--- src/rtl/rgb_led_arbiter.sv ---
// Round-robin arbiter that shares one RGB LED between NUM_REQ status sources, with a minimum
// dwell per grant. Optional idle heartbeat on blue: define RGB_ARB_IDLE_BLINK_EN.
module rgb_led_arbiter #(
    parameter int unsigned NUM_REQ      = 4,
    parameter int unsigned DWELL_CYCLES = 2_000_000
) (
    input  logic                   clk,
    input  logic                   rst_n,
    input  logic [NUM_REQ-1:0]     req,
    input  logic [3*NUM_REQ-1:0]   req_color,
    output logic [NUM_REQ-1:0]     gnt,
    output logic                   led_r,
    output logic                   led_g,
    output logic                   led_b,
    output logic                   busy
);

    localparam int unsigned CNT_W = $clog2(DWELL_CYCLES);
    localparam int unsigned PTR_W = (NUM_REQ > 1) ? $clog2(NUM_REQ) : 1;

    localparam logic [CNT_W-1:0] CNT_MAX = CNT_W'(DWELL_CYCLES - 1);
    localparam logic [PTR_W-1:0] PTR_MAX = PTR_W'(NUM_REQ - 1);

    typedef enum logic [0:0] {
        StIdle,
        StShow
    } state_e;

    state_e             state;
    logic [CNT_W-1:0]   cnt;
    logic [PTR_W-1:0]   rr_ptr;

    logic               any_req;
    logic               found;
    logic [PTR_W-1:0]   scan_idx;
    logic [PTR_W-1:0]   win_idx;
    logic [2:0]         win_color;
    logic [NUM_REQ-1:0] win_onehot;
    logic               dwell_done;
    logic               do_grant;

    // Scan starts one past the last winner; the last winner itself is visited last.
    always_comb begin
        any_req  = |req;
        found    = 1'b0;
        scan_idx = rr_ptr;
        win_idx  = rr_ptr;
        for (int k = 0; k < NUM_REQ; k++) begin
            scan_idx = (scan_idx == PTR_MAX) ? '0 : scan_idx + PTR_W'(1);
            if (!found && req[scan_idx]) begin
                found   = 1'b1;
                win_idx = scan_idx;
            end
        end
    end

    always_comb begin
        win_color  = 3'b000;
        win_onehot = '0;
        for (int k = 0; k < NUM_REQ; k++) begin
            if (win_idx == PTR_W'(k)) begin
                win_color     = req_color[3*k +: 3];
                win_onehot[k] = 1'b1;
            end
        end
    end

    assign dwell_done = (cnt == CNT_MAX);
    assign do_grant   = any_req && ((state == StIdle) || dwell_done);

    always_ff @(posedge clk or negedge rst_n) begin
        if (!rst_n) begin
            state  <= StIdle;
            cnt    <= '0;
            rr_ptr <= PTR_MAX;
            gnt    <= '0;
            led_r  <= 1'b0;
            led_g  <= 1'b0;
            led_b  <= 1'b0;
            busy   <= 1'b0;
        end else if (do_grant) begin
            // Covers both a fresh grant from idle and a back-to-back grant at dwell expiry.
            state                 <= StShow;
            cnt                   <= '0;
            rr_ptr                <= win_idx;
            gnt                   <= win_onehot;
            {led_r, led_g, led_b} <= win_color;
            busy                  <= 1'b1;
        end else if (state == StShow) begin
            if (dwell_done) begin
                state <= StIdle;
                cnt   <= '0;
                gnt   <= '0;
                led_r <= 1'b0;
                led_g <= 1'b0;
                led_b <= 1'b0;
                busy  <= 1'b0;
            end else begin
                cnt <= cnt + CNT_W'(1);
            end
        end
`ifdef RGB_ARB_IDLE_BLINK_EN
        else begin
            // Idle heartbeat reuses the dwell counter as its half-period timer.
            if (dwell_done) begin
                cnt   <= '0;
                led_b <= ~led_b;
            end else begin
                cnt <= cnt + CNT_W'(1);
            end
        end
`endif
    end

endmodule

--- config.mk ---
export PLATFORM = sky130hd
export DESIGN_NAME = rgb_led_arbiter
export DESIGN_NICKNAME = d
export VERILOG_FILES = /design/src/rtl/rgb_led_arbiter.sv
export SDC_FILE = /design/constraint.sdc
export NUM_CORES = 1
export LEC_CHECK = 0
export CAP_MARGIN = 20
export CORE_MARGIN = 5
export CORE_UTILIZATION = 45
export CTS_CLUSTER_DIAMETER = 120
export DETAILED_ROUTE_END_ITERATION = 10
export PLACE_DENSITY = 0.67
export RECOVER_POWER = 100
export SLEW_MARGIN = 30
export SYNTH_ARGS = -nofsm -noshare
export SYNTH_HDL_FRONTEND = slang
export SYNTH_SLANG_ARGS = --single-unit
--- constraint.sdc ---
create_clock -name clk -period 2.5 [get_ports clk]
set_input_delay 0.5 -clock clk [delete_from_list [all_inputs] [get_ports clk]]
set_output_delay 0.5 -clock clk [all_outputs]
set_load 0.02 [all_outputs]
* Yosys cells after proc, flatten, opt, wreduce, memory -nomap -nowiden
Index checks and enable logic that the tools add are counted.
Cells by class: bitwise gates (word level) 1, muxes and demuxes 42, magnitude comparators 4, equality and inequality tests 8, reduce and logical (&&, ||, !) cells 13, add/subtract/negate cells 5
Operators by type and width (count):
- $mux W21 | 3
- $add A21 B1 Y21 const B | 1
- $eq A21 B21 Y1 const B | 1
- $mux W1 | 20
- $mux W2 | 8
- $eq A2 B2 Y1 const B | 6
- $lt A2 B3 Y1 const B | 4
- $mux W3 | 4
- $mux W4 | 3
- $add A2 B1 Y2 const B | 4
- $bmux W1 S2 | 4
- $logic_and A1 B1 Y1 | 4
- $reduce_bool A2 Y1 | 2
- $reduce_or A4 Y1 | 1
- $logic_not A1 Y1 | 3
- $eq A2 B1 Y1 const B | 1
- $logic_not A2 Y1 | 1
- $reduce_and A2 Y1 | 1
- $logic_or A1 B1 Y1 | 1
- $not A1 Y1 | 1
Storage, ports and cells: input bits 18, logic and storage cells 81, output and inout bits 8, flip-flop bits (word level) 32

* Longest topological paths before layout
Gate-level depths: netlist (run 1).
word-level depth 20, mapped depth 9, mapped depth without buffers 7

* Least setup slack after synthesis (run 1)
OpenSTA, ideal clock, no wires.
kind reg-to-reg, start register rr_ptr[1], end register led_r, cell stages (with the launch flop) 9, arrival time 2.172 ns, library setup time 0.134 ns, path slack 0.195 ns, cell sequence dfstp_2 > ha_1 > nor2_2 > a2111o_1 > a222oi_1 > o31a_2 > buf_6 > mux2i_1 > o211ai_1
Between the ends: word-level cells in the longest chain between the ends 20, elaborated cells on any way between the ends 42, those cells by class add/sub: 4; eq/ne: 7; mux: 24; reduce/logical: 7
Ends and longest elaborated chain:
- start, declared | line 31 | logic [PTR_W-1:0] rr_ptr;
- start signal, assigned | line 85 | rr_ptr <= win_idx;
- branches (longest 13 deep; another with $add A2 B1 Y2)
- $mux W2 * | line 50 | if (!found && req[scan_idx]) begin
- $logic_not A2 Y1 | line 61 | if (win_idx == PTR_W'(k)) begin
- $mux W3 (3 in a row) | line 61
- $mux W3 * | line 61
- $mux W1 * | line 81 | end else if (do_grant) begin
- end signal, assigned | line 87 | {led_r, led_g, led_b} <= win_color;
- end, declared | line 12 | output logic led_r,
Every way passes the cells marked *. The select of a mux whose other input is x is not followed. A chain may end at the register's enable or synchronous reset.

* Worst setup path in the final report (run 1)
start register rr_ptr[1], end register led_g
Between the ends: word-level cells in the longest chain between the ends 20, elaborated cells on any way between the ends 42, those cells by class add/sub: 4; eq/ne: 7; mux: 24; reduce/logical: 7
Ends and longest elaborated chain:
- branches (longest 13 deep; another with $add A2 B1 Y2)
- $mux W2 * | line 50
- $logic_not A2 Y1 | line 61
- $mux W3 (3 in a row) | line 61
- $mux W3 * | line 61
- $mux W1 * | line 81
- end signal, assigned | line 87
- end, declared | line 13 | output logic led_g,
Marked as above.

==> results by group, run 1 <==
Setup path
  • R2R cell count: 7
  • WP data arrival: between 2 and 2.5 ns
  • CP Class: reg -> reg
  • CP endpoint kind: flip-flop
  • CP max stage delay: approximately 0.57 ns
  • CP Data Required Time: about 2.7 ns
  • Crit path buffers/inverters: 0
  • R2r setup slk: 0.20 ns
  • Slowest stage cell, crit path: dfstp_2
  • Top delay family on crit path: compound AO/OA/AOI/OAI gates
  • Crit path launch type: flip-flop
  • Crit path from: rr_ptr[1]$_DFFE_PN1P_
  • Worst r2r src: rr_ptr[1]$_DFFE_PN1P_
  • RR Endpoint: led_g$_DFFE_PN0P_
  • Crit Path Max Fanout: 8
  • CP Cell Sequence: ha_4 > nor2_2 > a2111o_1 > a222oi_1 > o31a_2 > mux2i_1 > o211ai_1

Synthesis
  • Synthesized net count: 256
  • Primary FF master, synth: dfrtp_1
  • Number of flops mapped to enable cells by yosys: 0
  • Gate Count Post-Synth: 236
  • Post-synth top area share: 37.31%
  • Yosys warning count: 0
  • Register area share after synthesis: 39.93%
  • Synth cell types: 50
  • FF+latch count, synth: 32
  • Top cells by area, synth: dfrtp_1 (37%), o21ai_0 (7.5%), nand2_1 (6.3%)
  • Asr flop ratio synth: 100.0%
  • Mean post-synth cell area: 8.525 um^2
  • Area leader, netlist: dfrtp_1
  • Mapped Area: 2012 um^2

Cells and area
  • Ant. Diodes: 0
  • Syn-to-layout area delta: 27.86%
  • Nets: 304
  • Finished Cell Area: approximately 2600 um^2
  • Layout cells sized above 1: 15.09%
  • Fillers: between 400 and 500
  • Final core utilization: 59.08%

Drt
  • Drt pass-1 iters: 4
  • Routed length per instance: 14.91 um
  • # DRC: 0
  • Antenna Nets Post-Route: 0
  • DR iter-0 viols: 92
  • Vias per inst: 5.875
  • WL final: 5024 um
  • Via Count: just under 2000

STA
  • F_max: 433.9 MHz
  • Unrepaired setup endpoints after global routing: no
  • Tcrit/Tclk final: 92.19%
  • Tmin final: approximately 2.3 ns
  • Setup Viol. Count Final: 0
  • Slew Viols, Final: 0
  • Fin. Hold Viols: 0
  • Worst slew pin tran: between 0.7 and 0.8 ns
  • Final hold slack: 0.4683 ns
  • Worst slew margin: between 40% and 50%
  • Worst Skew: 0.006538 ns
  • Setup WS post-layout: 0.1953 ns

Global route
  • Gr usage total: 17.27%
  • Initial antenna violation count: 0
  • First-pass GRT wire length: 8562 um
  • GRT overflow: 0
  • Largest net degree at the start of global routing: 33
  • Vias in the first global route: 1873

Floorplan
  • Die height: 76.87 um
  • Ports: 26
  • Row count: 24
  • Die X: roughly 77 um
  • Die Area: slightly below 6000 um^2
  • Initial Utilization: 46.21%
  • Core ar.: 4354 um^2

Place
  • Dpl cell area: 2485 um^2
  • Final GP Congestion: ~0.83
  • Pre-CTS WS: -0.08692 ns
  • Port-buffer cells: 25
  • Final HPWL DP: between 3000 and 4000 um

Power and ir drop
  • Total power: approximately 1.0 mW
  • Pwr per Cell Area: 396.5 nW/um^2
  • Leakage: 1.013 nW
  • VDD IR max: 336.5 uV

Clock tree
  • Clk_lat worst skew: roughly 0.28 ns
  • CTS Sinks: 32
  • H-tree depth: 2
  • CTS resizes: 0
  • Clock-pin transition on the worst setup and hold timing paths: 0.06 ns
  • Max Root-Sink Buffers: 2
  • CTS tree: done
  • CTS Buf Count: 5
  • Postcts setup bufs: 0
  • Hold-fix buffers, CTS: 0
  • Clk root buf: clkbuf_8

Worst hold path
  • Hold Crit Depth: 1
  • Worst hold path class: reg -> reg
  • Hold endpoint: busy$_DFFE_PN0P_
  • Hold path startpoint: busy$_DFFE_PN0P_

Flow run
  • Max Cap Violations: 0

Run status
  • Status: complete, no violations
==> cell usage after synthesis, types with 4 or more instances <==
| library cell | number |
|---|---|
| dfrtp_1 | 30 |
| nand3_1 | 10 |
| nand2_1 | 34 |
| inv_1 | 4 |
| o31ai_1 | 8 |
| a41oi_1 | 5 |
| clkbuf_1 | 10 |
| a21oi_1 | 9 |
| and3_1 | 4 |
| nand4_1 | 7 |
| nor2_1 | 7 |
| nor3_1 | 6 |
| nand2b_1 | 5 |
| nor2b_1 | 6 |
| o21ai_0 | 30 |
| mux2i_1 | 4 |
==> registers in the layout, indices dropped and copies added, names as in the netlist <==
name	count
busy	1
cnt	21
gnt	4
led_b	1
led_g	1
led_r	1
rr_ptr	2
state	1
==> routing by layer <==
layer	share of wire, %	up-vias	global-route usage (%)
met4	1.3	0	5.245
met1	48	946	23.60
met5	0	-	0
met2	47	37	27.25
met3	3.6	6	3.747
li1	-	991	-
==> cells in the final DEF, fill, tap and decap left out, drive strengths merged, types with 3 or more instances in the layout <==
cell type | Yosys | routed
nand4 | 7 | 7
a41oi | 5 | 5
o211ai | 3 | 3
dlygate4sd3 | 0 | 9
o21ai | 33 | 33
nand3 | 10 | 10
nand2 | 34 | 34
a21oi | 9 | 9
buf | 5 | 26
o31ai | 8 | 8
dfrtp | 30 | 30
inv | 4 | 4
a21boi | 3 | 3
clkbuf | 10 | 13
nor2 | 8 | 8
and3 | 4 | 4
mux2i | 4 | 4
nor4 | 4 | 4
a31oi | 3 | 3
o31a | 4 | 4
clkdlybuf4s50 | 0 | 16
nand2b | 5 | 5
nor3 | 6 | 6
nor2b | 6 | 6
==> cells by family after synthesis <==
logic type	after synthesis	share of synthesized area [%]
simple gates	94	24.44
compound gates	83	26.93
flops	32	39.93
buf+inv	19	4.477
mux	5	2.550
fa+ha+maj	2	1.244
xor+xnor	1	0.4354
==> where the power goes <==
group | switching (mW) | leakage, nW | internal (mW)
sequential | 0 | 0.394 | 0.518
clock | 0.176 | 0.0455 | 0.224
combinational | 0.0464 | 0.574 | 0.0553
==> through the flow <==
step | cells | TNS (ns)
finish | 337 | 0
global route | 337 | 0
CTS | 337 | 0
detailed placement | 329 | -0.2168
global placement | 329 | -0.2241
floorplan | 236 | 0
==> worst register-to-register path, delay by kind of cell (launching register included) <==
kind,cells,cell delay [ns]
AO/OA/AOI/OAI,4,1.15
flip-flops,1,0.57
adder cells (fa/ha/maj),1,0.17
multiplexers,1,0.23
AND/OR/NAND/NOR,1,0.04
==> worst max path at each step <==
| stage | to | slack, ns | cells after the start |
|---|---|---|---|
| after global routing | led_b$_DFFE_PN0P_ | 0.03 | 7 |
| final | led_g$_DFFE_PN0P_ | 0.20 | 7 |
| after global placement | led_b$_DFFE_PN0P_ | -0.07 | 8 |
| after CTS | led_g$_DFFE_PN0P_ | 0.11 | 7 |
| after detailed placement | led_g$_DFFE_PN0P_ | -0.09 | 7 |
| after floorplan | led_r$_DFFE_PN0P_ | 0.19 | 8 |
==> layout make-up <==
| cell class | count | area [um^2] | share of cell area, % |
|---|---|---|---|
| Clock buffer | 8 | 90.09 | 3.502 |
| Inverter | 4 | 15.01 | 0.5837 |
| Multi-Input combinational cell | 185 | 1131 | 43.97 |
| Sequential cell | 32 | 803.3 | 31.23 |
| Tap cell | 52 | 65.06 | 2.529 |
| Timing Repair Buffer | 56 | 467.9 | 18.19 |
No activity file was read; power rests on OpenSTA's default activity.
==> inputs of run 2 (changes only) <==
--- a/config.mk
+++ b/config.mk
@@ -8,6 +8,7 @@
 export CAP_MARGIN = 20
 export CORE_MARGIN = 5
 export CORE_UTILIZATION = 45
+export CTS_BUF_LIST = sky130_fd_sc_hd__clkbuf_4
 export CTS_CLUSTER_DIAMETER = 120
 export DETAILED_ROUTE_END_ITERATION = 10
 export PLACE_DENSITY = 0.67
==> run 2 against run 1 <==
  * The run now ends with max-capacitance violations, max-slew violations left
  * Sequential share of layout area up 0.48 points
  * Power down 10%
  * Clock skew up 0.0041 ns
  * Register-to-register slack about the same
  * Final cell count unchanged
  * Hold slack better by 0.0054 ns
  * Clock power down 25%
  * Clock-buffer cell count down 1
  * Via count up 0.20%
  * Highest routed layer unchanged
==> results by group, run 2 (synthesis results as in run 1) <==
STA
  • F_max: 431.0 MHz (was 433.9 MHz)
  • Unrepaired setup endpoints after global routing: no (unchanged)
  • Worst Skew: 0.01066 ns (was 0.006538 ns)
  • Setup WS post-layout: 0.1799 ns (was 0.1953 ns)
  • Tmin final: 2.320 ns (was 2.305 ns)
  • Worst slew pin tran: 1.705 ns (was 0.7750 ns)
  • Fin. Hold Viols: 0 (unchanged)
  • Slew Viols, Final: 33 (was 0)
  • Tcrit/Tclk final: 92.80% (was 92.19%)
  • Worst slew margin: -13.63% (was 48.34%)
  • Setup Viol. Count Final: 0 (unchanged)

Cells and area
  • Layout cells sized above 1: 14.74% (was 15.09%)
  • Largest Register: cnt (unchanged)
  • Leading cell types in the layout, fill and taps excluded: nand2_1 (34), o21ai_0 (32), dfrtp_1 (30) (unchanged)
  • Max reg flops: 21 (unchanged)
  • Nets: 304 (unchanged)
  • Regs by FF count: cnt x21, gnt x4, rr_ptr x2 (unchanged)
  • Fillers: 423 (was 415)
  • Syn-to-layout area delta: 25.93% (was 27.86%)
  • Most common cell after layout, fill and taps aside: nand2_1 (unchanged)
  • Ant. Diodes: 0 (unchanged)

Power and ir drop
  • Clock power share: 32.6% (was 39.2%)
  • Combinational cell fraction of total power: 11.0% (was 10.0%)
  • Internal power: 702.2 uW (was 797.6 uW)
  • Total power: 917.2 uW (was 1.020 mW)
  • Switching pwr: 214.9 uW (was 222.5 uW)
  • Pwr per Cell Area: 362.0 nW/um^2 (was 396.5 nW/um^2)
  • Leakage: 0.9953 nW (was 1.013 nW)
  • VDD IR max: 299.6 uV (was 336.5 uV)
  • Switching Share: 23.44% (was 21.81%)
  • Share of power burned in registers: 56.4% (was 50.8%)

Place
  • Final GP Congestion: 0.8330 (unchanged)
  • Final HPWL DP: 3705 um (unchanged)
  • Pre-CTS WS: -0.08692 ns (unchanged)
  • Port-buffer cells: 25 (unchanged)

Setup path
  • Crit Path Max Fanout: 8 (unchanged)
  • Crit path from: req[1] (was rr_ptr[1]$_DFFE_PN1P_)
  • R2r setup slk: 0.19 ns (was 0.20 ns)
  • CP endpoint kind: flip-flop (unchanged)
  • CP Cell Sequence: dlygate4sd3_1 > a2111o_1 > a222oi_1 > o31a_2 > mux2i_1 > o211ai_1 (was ha_4 > nor2_2 > a2111o_1 > a222oi_1 > o31a_2 > mux2i_1 > o211ai_1)
  • Slowest stage cell, crit path: dlygate4sd3_1 (was dfstp_2)
  • CP max stage delay: 0.65 ns (was 0.57 ns)
  • Crit path launch type: input port (was flip-flop)
  • CP Data Required Time: 2.71 ns (was 2.65 ns)
  • Worst r2r src: rr_ptr[1]$_DFFE_PN1P_ (unchanged)
  • CP Class: in -> reg (was reg -> reg)
  • WP data arrival: 2.53 ns (was 2.46 ns)

Drt
  • Vias per inst: 5.887 (was 5.875)
  • # DRC: 0 (unchanged)
  • Drt pass-1 iters: 4 (unchanged)
  • Routed length per instance: 14.77 um (was 14.91 um)
  • WL final: 4976 um (was 5024 um)
  • Antenna Nets Post-Route: 0 (unchanged)
  • Via Count: 1984 (was 1980)
  • DR iter-0 viols: 93 (was 92)

Clock tree
  • Clock-pin transition on the worst setup and hold timing paths: 0.09 ns (was 0.06 ns)
  • Hold-fix buffers, CTS: 0 (unchanged)
  • Postcts setup bufs: 0 (unchanged)
  • H-tree depth: 2 (unchanged)
  • Max Root-Sink Buffers: 2 (unchanged)
  • Clk_lat worst skew: 0.33 ns (was 0.28 ns)
  • CTS Sinks: 32 (unchanged)
  • Clk root buf: clkbuf_4 (was clkbuf_8)
  • CTS Buf Count: 5 (unchanged)
  • CTS tree: done (unchanged)

Floorplan
  • Die height: 76.87 um (unchanged)
  • Die X: 76.87 um (unchanged)
  • Ports: 26 (unchanged)
  • Row count: 24 (unchanged)
  • Die Area: 5908 um^2 (unchanged)
  • Initial Utilization: 46.21% (unchanged)
  • Core ar.: 4354 um^2 (unchanged)

Run status
  • Violated checks: max-capacitance violations, max-slew violations
  • Status: complete, but fails checks (was complete, no violations)

Global route
  • Vias in the first global route: 1870 (was 1873)
  • Initial antenna violation count: 0 (unchanged)
  • Largest net degree at the start of global routing: 33 (unchanged)
  • GRT overflow: 0 (unchanged)
  • First-pass GRT wire length: 8562 um (unchanged)
  • Gr usage total: 17.15% (was 17.27%)

Worst hold path
  • Hold path startpoint: cnt[19]$_DFFE_PN0P_ (was busy$_DFFE_PN0P_)
  • Worst hold path class: reg -> reg (unchanged)

Flow run
  • Max Cap Violations: 1 (was 0)
[run 2: changes by cell type in the layout (fill, tap and decap cells not counted)]
cell	change
buf_4	-1
clkbuf_2	-1
clkbuf_4	+7
clkbuf_8	-6
clkinv_1	+1
[run 2: per-layer routing]
layer	wire [um]	GRT usage, %	vias up
met5	0	0	-
met2	2349	26.83	28
met4	44	4.720	0
met1	2416	23.82	961
li1	-	-	990
met3	166	3.747	5
[run 2: metrics by stage]
stage / TNS, ns / cells / util (%) / hold slack, ns / instance area, um^2
6_report: 0 / 337 / 58.19 / 0.4737 / 2534
5_1_grt: 0 / 337 / 58.19 / 0.5024 / 2534
4_1_cts: 0 / 337 / 58.36 / 0.4778 / 2541
3_5_place_dp: -0.2168 / 329 / 57.07 / 0.4584 / 2485
3_3_place_gp: -0.2241 / 329 / 57.07 / 0.4612 / 2485
2_1_floorplan: 0 / 236 / - / 0.2044 / 2012
[run 2: power groups by stage]
stage,Clock [mW],Combinational [mW],Sequential [mW]
after CTS,0.310,0.103,0.517
after detailed placement,0,0.103,0.527
after floorplan,0,0.0384,0.528
after global placement,0,0.102,0.527
after global routing,0.334,0.111,0.518
final,0.299,0.101,0.517
[run 2: final timing paths]
path | endpoint | cells after the start
max | led_g$_DFFE_PN0P_ | 6
min | cnt[19]$_DFFE_PN0P_ | 1
max reg2reg | led_g$_DFFE_PN0P_ | 7
min reg2reg | cnt[19]$_DFFE_PN0P_ | 1
max in group asynchronous | gnt[1]$_DFFE_PN0P_ | 2
min in group asynchronous | cnt[13]$_DFFE_PN0P_ | 2
[run 2: timing repair]
action	CTS	global route
hold endpoints to repair	0	0
setup endpoints to repair	0	3
resized for setup	0	2
[run 2: critical path: cells and delay by family]
kind                   cells  cell delay [ns]
buffers and inverters      1             0.65
AO/OA/AOI/OAI              4             1.13
multiplexers               1             0.23
[run 2: final cells by class]
type / count / area [um^2] / share of cell area, %
well taps: 52 / 65.06 / 2.568
multi-input cells: 185 / 1131 / 44.64
clock inverters: 1 / 3.754 / 0.1481
repair buffers: 56 / 462.9 / 18.27
clock buffers: 7 / 52.55 / 2.074
flip-flops and latches: 32 / 803.3 / 31.70
inverters: 4 / 15.01 / 0.5926
==> inputs of run 3 (changes only) <==
--- a/config.mk
+++ b/config.mk
@@ -7,11 +7,11 @@
 export LEC_CHECK = 0
 export CAP_MARGIN = 20
 export CORE_MARGIN = 5
-export CORE_UTILIZATION = 45
+export CORE_UTILIZATION = 52
 export CTS_BUF_LIST = sky130_fd_sc_hd__clkbuf_4
 export CTS_CLUSTER_DIAMETER = 120
 export DETAILED_ROUTE_END_ITERATION = 10
-export PLACE_DENSITY = 0.67
+export PLACE_DENSITY = 0.79
 export RECOVER_POWER = 100
 export SLEW_MARGIN = 30
 export SYNTH_ARGS = -nofsm -noshare
==> constraint.sdc (replaced) <==
create_clock -name clk -period 2.1 [get_ports clk]
set_input_delay 0.42 -clock clk [delete_from_list [all_inputs] [get_ports clk]]
set_output_delay 0.42 -clock clk [all_outputs]
set_load 0.02 [all_outputs]
==> run 3 against run 2 <==
  * The run ends with negative setup slack left
  * Setup slack worse by 0.38 ns
  * Final cell count rose by 4.2%
  * Clock skew fell by 0.0059 ns
  * Sequential cell count unchanged
  * Critical path type is now reg -> reg
  * Critical endpoint is now led_b$_DFFE_PN0P_
==> results by group, run 3 (synthesis results as in run 1) <==
STA
  • Setup TNS Final: -1.318 ns (was 0 ns)
  • Unrepaired setup endpoints after global routing: yes (was no)
  • Tcrit/Tclk final: 109.7%
  • Worst Skew: 0.004807 ns (was 0.01066 ns)
  • Setup Viol. Count Final: 14 (was 0)
  • F_max: roughly 430 MHz
  • Worst slew pin tran: 0.7940 ns (was 1.705 ns)
  • Setup WS post-layout: -0.2047 ns (was 0.1799 ns)
  • Fin. Hold Viols: 0 (unchanged)
  • Final hold slack: 0.4867 ns (was 0.4737 ns)
  • Slew Viols, Final: 0 (was 33)
  • Tmin final: 2.305 ns
  • Worst slew margin: 47.06% (was -13.63%)

Place
  • Port-buffer cells: 25 (unchanged)
  • Final HPWL DP: 3919 um (was 3705 um)
  • Pre-CTS WS: -0.5148 ns (was -0.08692 ns)
  • Final GP Congestion: 0.8917 (was 0.8330)

Power and ir drop
  • Leakage: 1.136 nW (was 0.9953 nW)
  • Pwr per Cell Area: 392.2 nW/um^2 (was 362.0 nW/um^2)
  • Total power: 1.108 mW (was 917.2 uW)
  • VDD IR max: 393.5 uV (was 299.6 uV)

Clock tree
  • Max Root-Sink Buffers: 2 (unchanged)
  • H-tree depth: 2 (unchanged)
  • CTS Sinks: 32 (unchanged)
  • CTS Buf Count: 5 (unchanged)
  • Clk_lat worst skew: 0.34 ns (was 0.33 ns)
  • Clock-pin transition on the worst setup and hold timing paths: 0.10 ns (was 0.09 ns)
  • CTS tree: done (unchanged)
  • Hold-fix buffers, CTS: 0 (unchanged)
  • Clk root buf: clkbuf_4 (unchanged)

Cells and area
  • Leading cell types in the layout, fill and taps excluded: buf_4 (41), nand2_1 (33), dfrtp_1 (30) (was nand2_1 (34), o21ai_0 (32), dfrtp_1 (30))
  • Layout cells sized above 1: 26.73% (was 14.74%)
  • Register Area: 803.3 um^2 (unchanged)
  • Fillers: 257 (was 423)
  • Nets: 322 (was 304)
  • Syn-to-layout area delta: 40.49% (was 25.93%)
  • Most common cell after layout, fill and taps aside: buf_4 (was nand2_1)
  • Regs by FF count: cnt x21, gnt x4, rr_ptr x2 (unchanged)
  • Ant. Diodes: 0 (unchanged)
  • Final core utilization: 76.06% (was 58.19%)
  • Max reg flops: 21 (unchanged)
  • Largest Register: cnt (unchanged)
  • Multi-input logic area: 1266 um^2 (was 1131 um^2)

Floorplan
  • Initial Utilization: 54.14% (was 46.21%)
  • Ports: 26 (unchanged)
  • Die X: 72.20 um (was 76.87 um)
  • Row count: 22 (was 24)
  • Core ar.: 3716 um^2 (was 4354 um^2)
  • Die height: 72.20 um (was 76.87 um)
  • Die Area: 5213 um^2 (was 5908 um^2)

Global route
  • GRT met1 Usage: 30.76% (was 23.82%)
  • Busiest grt layer: met2 (unchanged)
  • GRT met3 Usage: 4.986% (was 3.747%)
  • GRT overflow: 0 (unchanged)
  • Vias in the first global route: 1955 (was 1870)
  • Gr usage total: 22.24% (was 17.15%)
  • Largest net degree at the start of global routing: 33 (unchanged)
  • Initial antenna violation count: 0 (unchanged)
  • Met2 usage: 34.38% (was 26.83%)
  • First-pass GRT wire length: 9156 um (was 8562 um)

Flow run
  • Max Cap Violations: 0 (was 1)

Drt
  • WL final: 5853 um (was 4976 um)
  • DR iter-0 viols: 152 (was 93)
  • Drt pass-1 iters: 5 (was 4)
  • Via Count: 2150 (was 1984)
  • Antenna Nets Post-Route: 0 (unchanged)
  • Routed length per instance: 16.68 um (was 14.77 um)
  • # DRC: 0 (unchanged)
  • Vias per inst: 6.125 (was 5.887)

Setup path
  • Crit Path Max Fanout: 7 (was 8)
  • CP Class: reg -> reg (was in -> reg)
  • CP Data Required Time: 2.36 ns (was 2.71 ns)
  • Crit path launch type: flip-flop (was input port)
  • WP data arrival: 2.56 ns (was 2.53 ns)
  • CP endpoint kind: flip-flop (unchanged)

Worst hold path
  • Worst hold path class: reg -> reg (unchanged)

Run status
  • Status: complete, but fails checks (unchanged)
  • Violated checks: negative setup slack (was max-capacitance violations, max-slew violations)
-- run 3: path summary, 6_finish.rpt --
check | start | end | slack, ns | cells past startpoint
min reg2reg | cnt[20]$_DFFE_PN0P_ | cnt[20]$_DFFE_PN0P_ | 0.49 | 1
min in group asynchronous | rst_n | cnt[12]$_DFFE_PN0P_ | 0.67 | 2
max | rr_ptr[0]$_DFFE_PN1P_ | led_b$_DFFE_PN0P_ | -0.20 | 9
max in group asynchronous | rst_n | cnt[6]$_DFFE_PN0P_ | 0.92 | 2
min | cnt[20]$_DFFE_PN0P_ | cnt[20]$_DFFE_PN0P_ | 0.49 | 1
max reg2reg | rr_ptr[0]$_DFFE_PN1P_ | led_b$_DFFE_PN0P_ | -0.20 | 9
-- run 3: cell type report --
cell class | instances | area share (%)
tap | 48 | 2.125
timing repair buffer | 74 | 22.13
inverter | 4 | 0.5312
clock inverter | 3 | 0.6640
sequential | 32 | 28.42
clock buffer | 5 | 1.328
multi-input combinational | 185 | 44.80
-- run 3: critical path, cell delays in order, from the launching register on --
cell and delay, ns:
dfstp_2 0.61, ha_4 0.18, nor2_4 0.04, a2111o_1 0.37, a222oi_1 0.29, buf_4 0.19, o31a_4 0.18, buf_6 0.12
nand4_1 0.10, o211ai_1 0.13
-- run 3: report_power, final --
group / internal [mW] / switching (mW) / total [mW]
clock network: 0.126 / 0.231 / 0.357
logic: 0.0697 / 0.0654 / 0.135
registers: 0.616 / 0 / 0.616
-- run 3: layer usage --
metal,vias up,share of wire (%),wire length [um]
li1,1022,-,-
met1,1012,42,2470
met2,93,49,2859
met3,23,5.8,341
met4,0,3.1,181
met5,-,0,0
-- run 3: what timing repair did --
item                                   CTS  global route
gates cloned                             0             0
gates resized for setup                 11            18
setup endpoints to repair               10            19
buffers inserted                         1             5
pin swaps                                6             5
endpoints found under the hold margin    0             0
-- run 3: through the flow --
step | area [um^2] | cells
6_report | 2826 | 351
5_1_grt | 2826 | 351
4_1_cts | 2709 | 346
3_5_place_dp | 2600 | 337
3_3_place_gp | 2600 | 337
2_1_floorplan | 2041 | 236
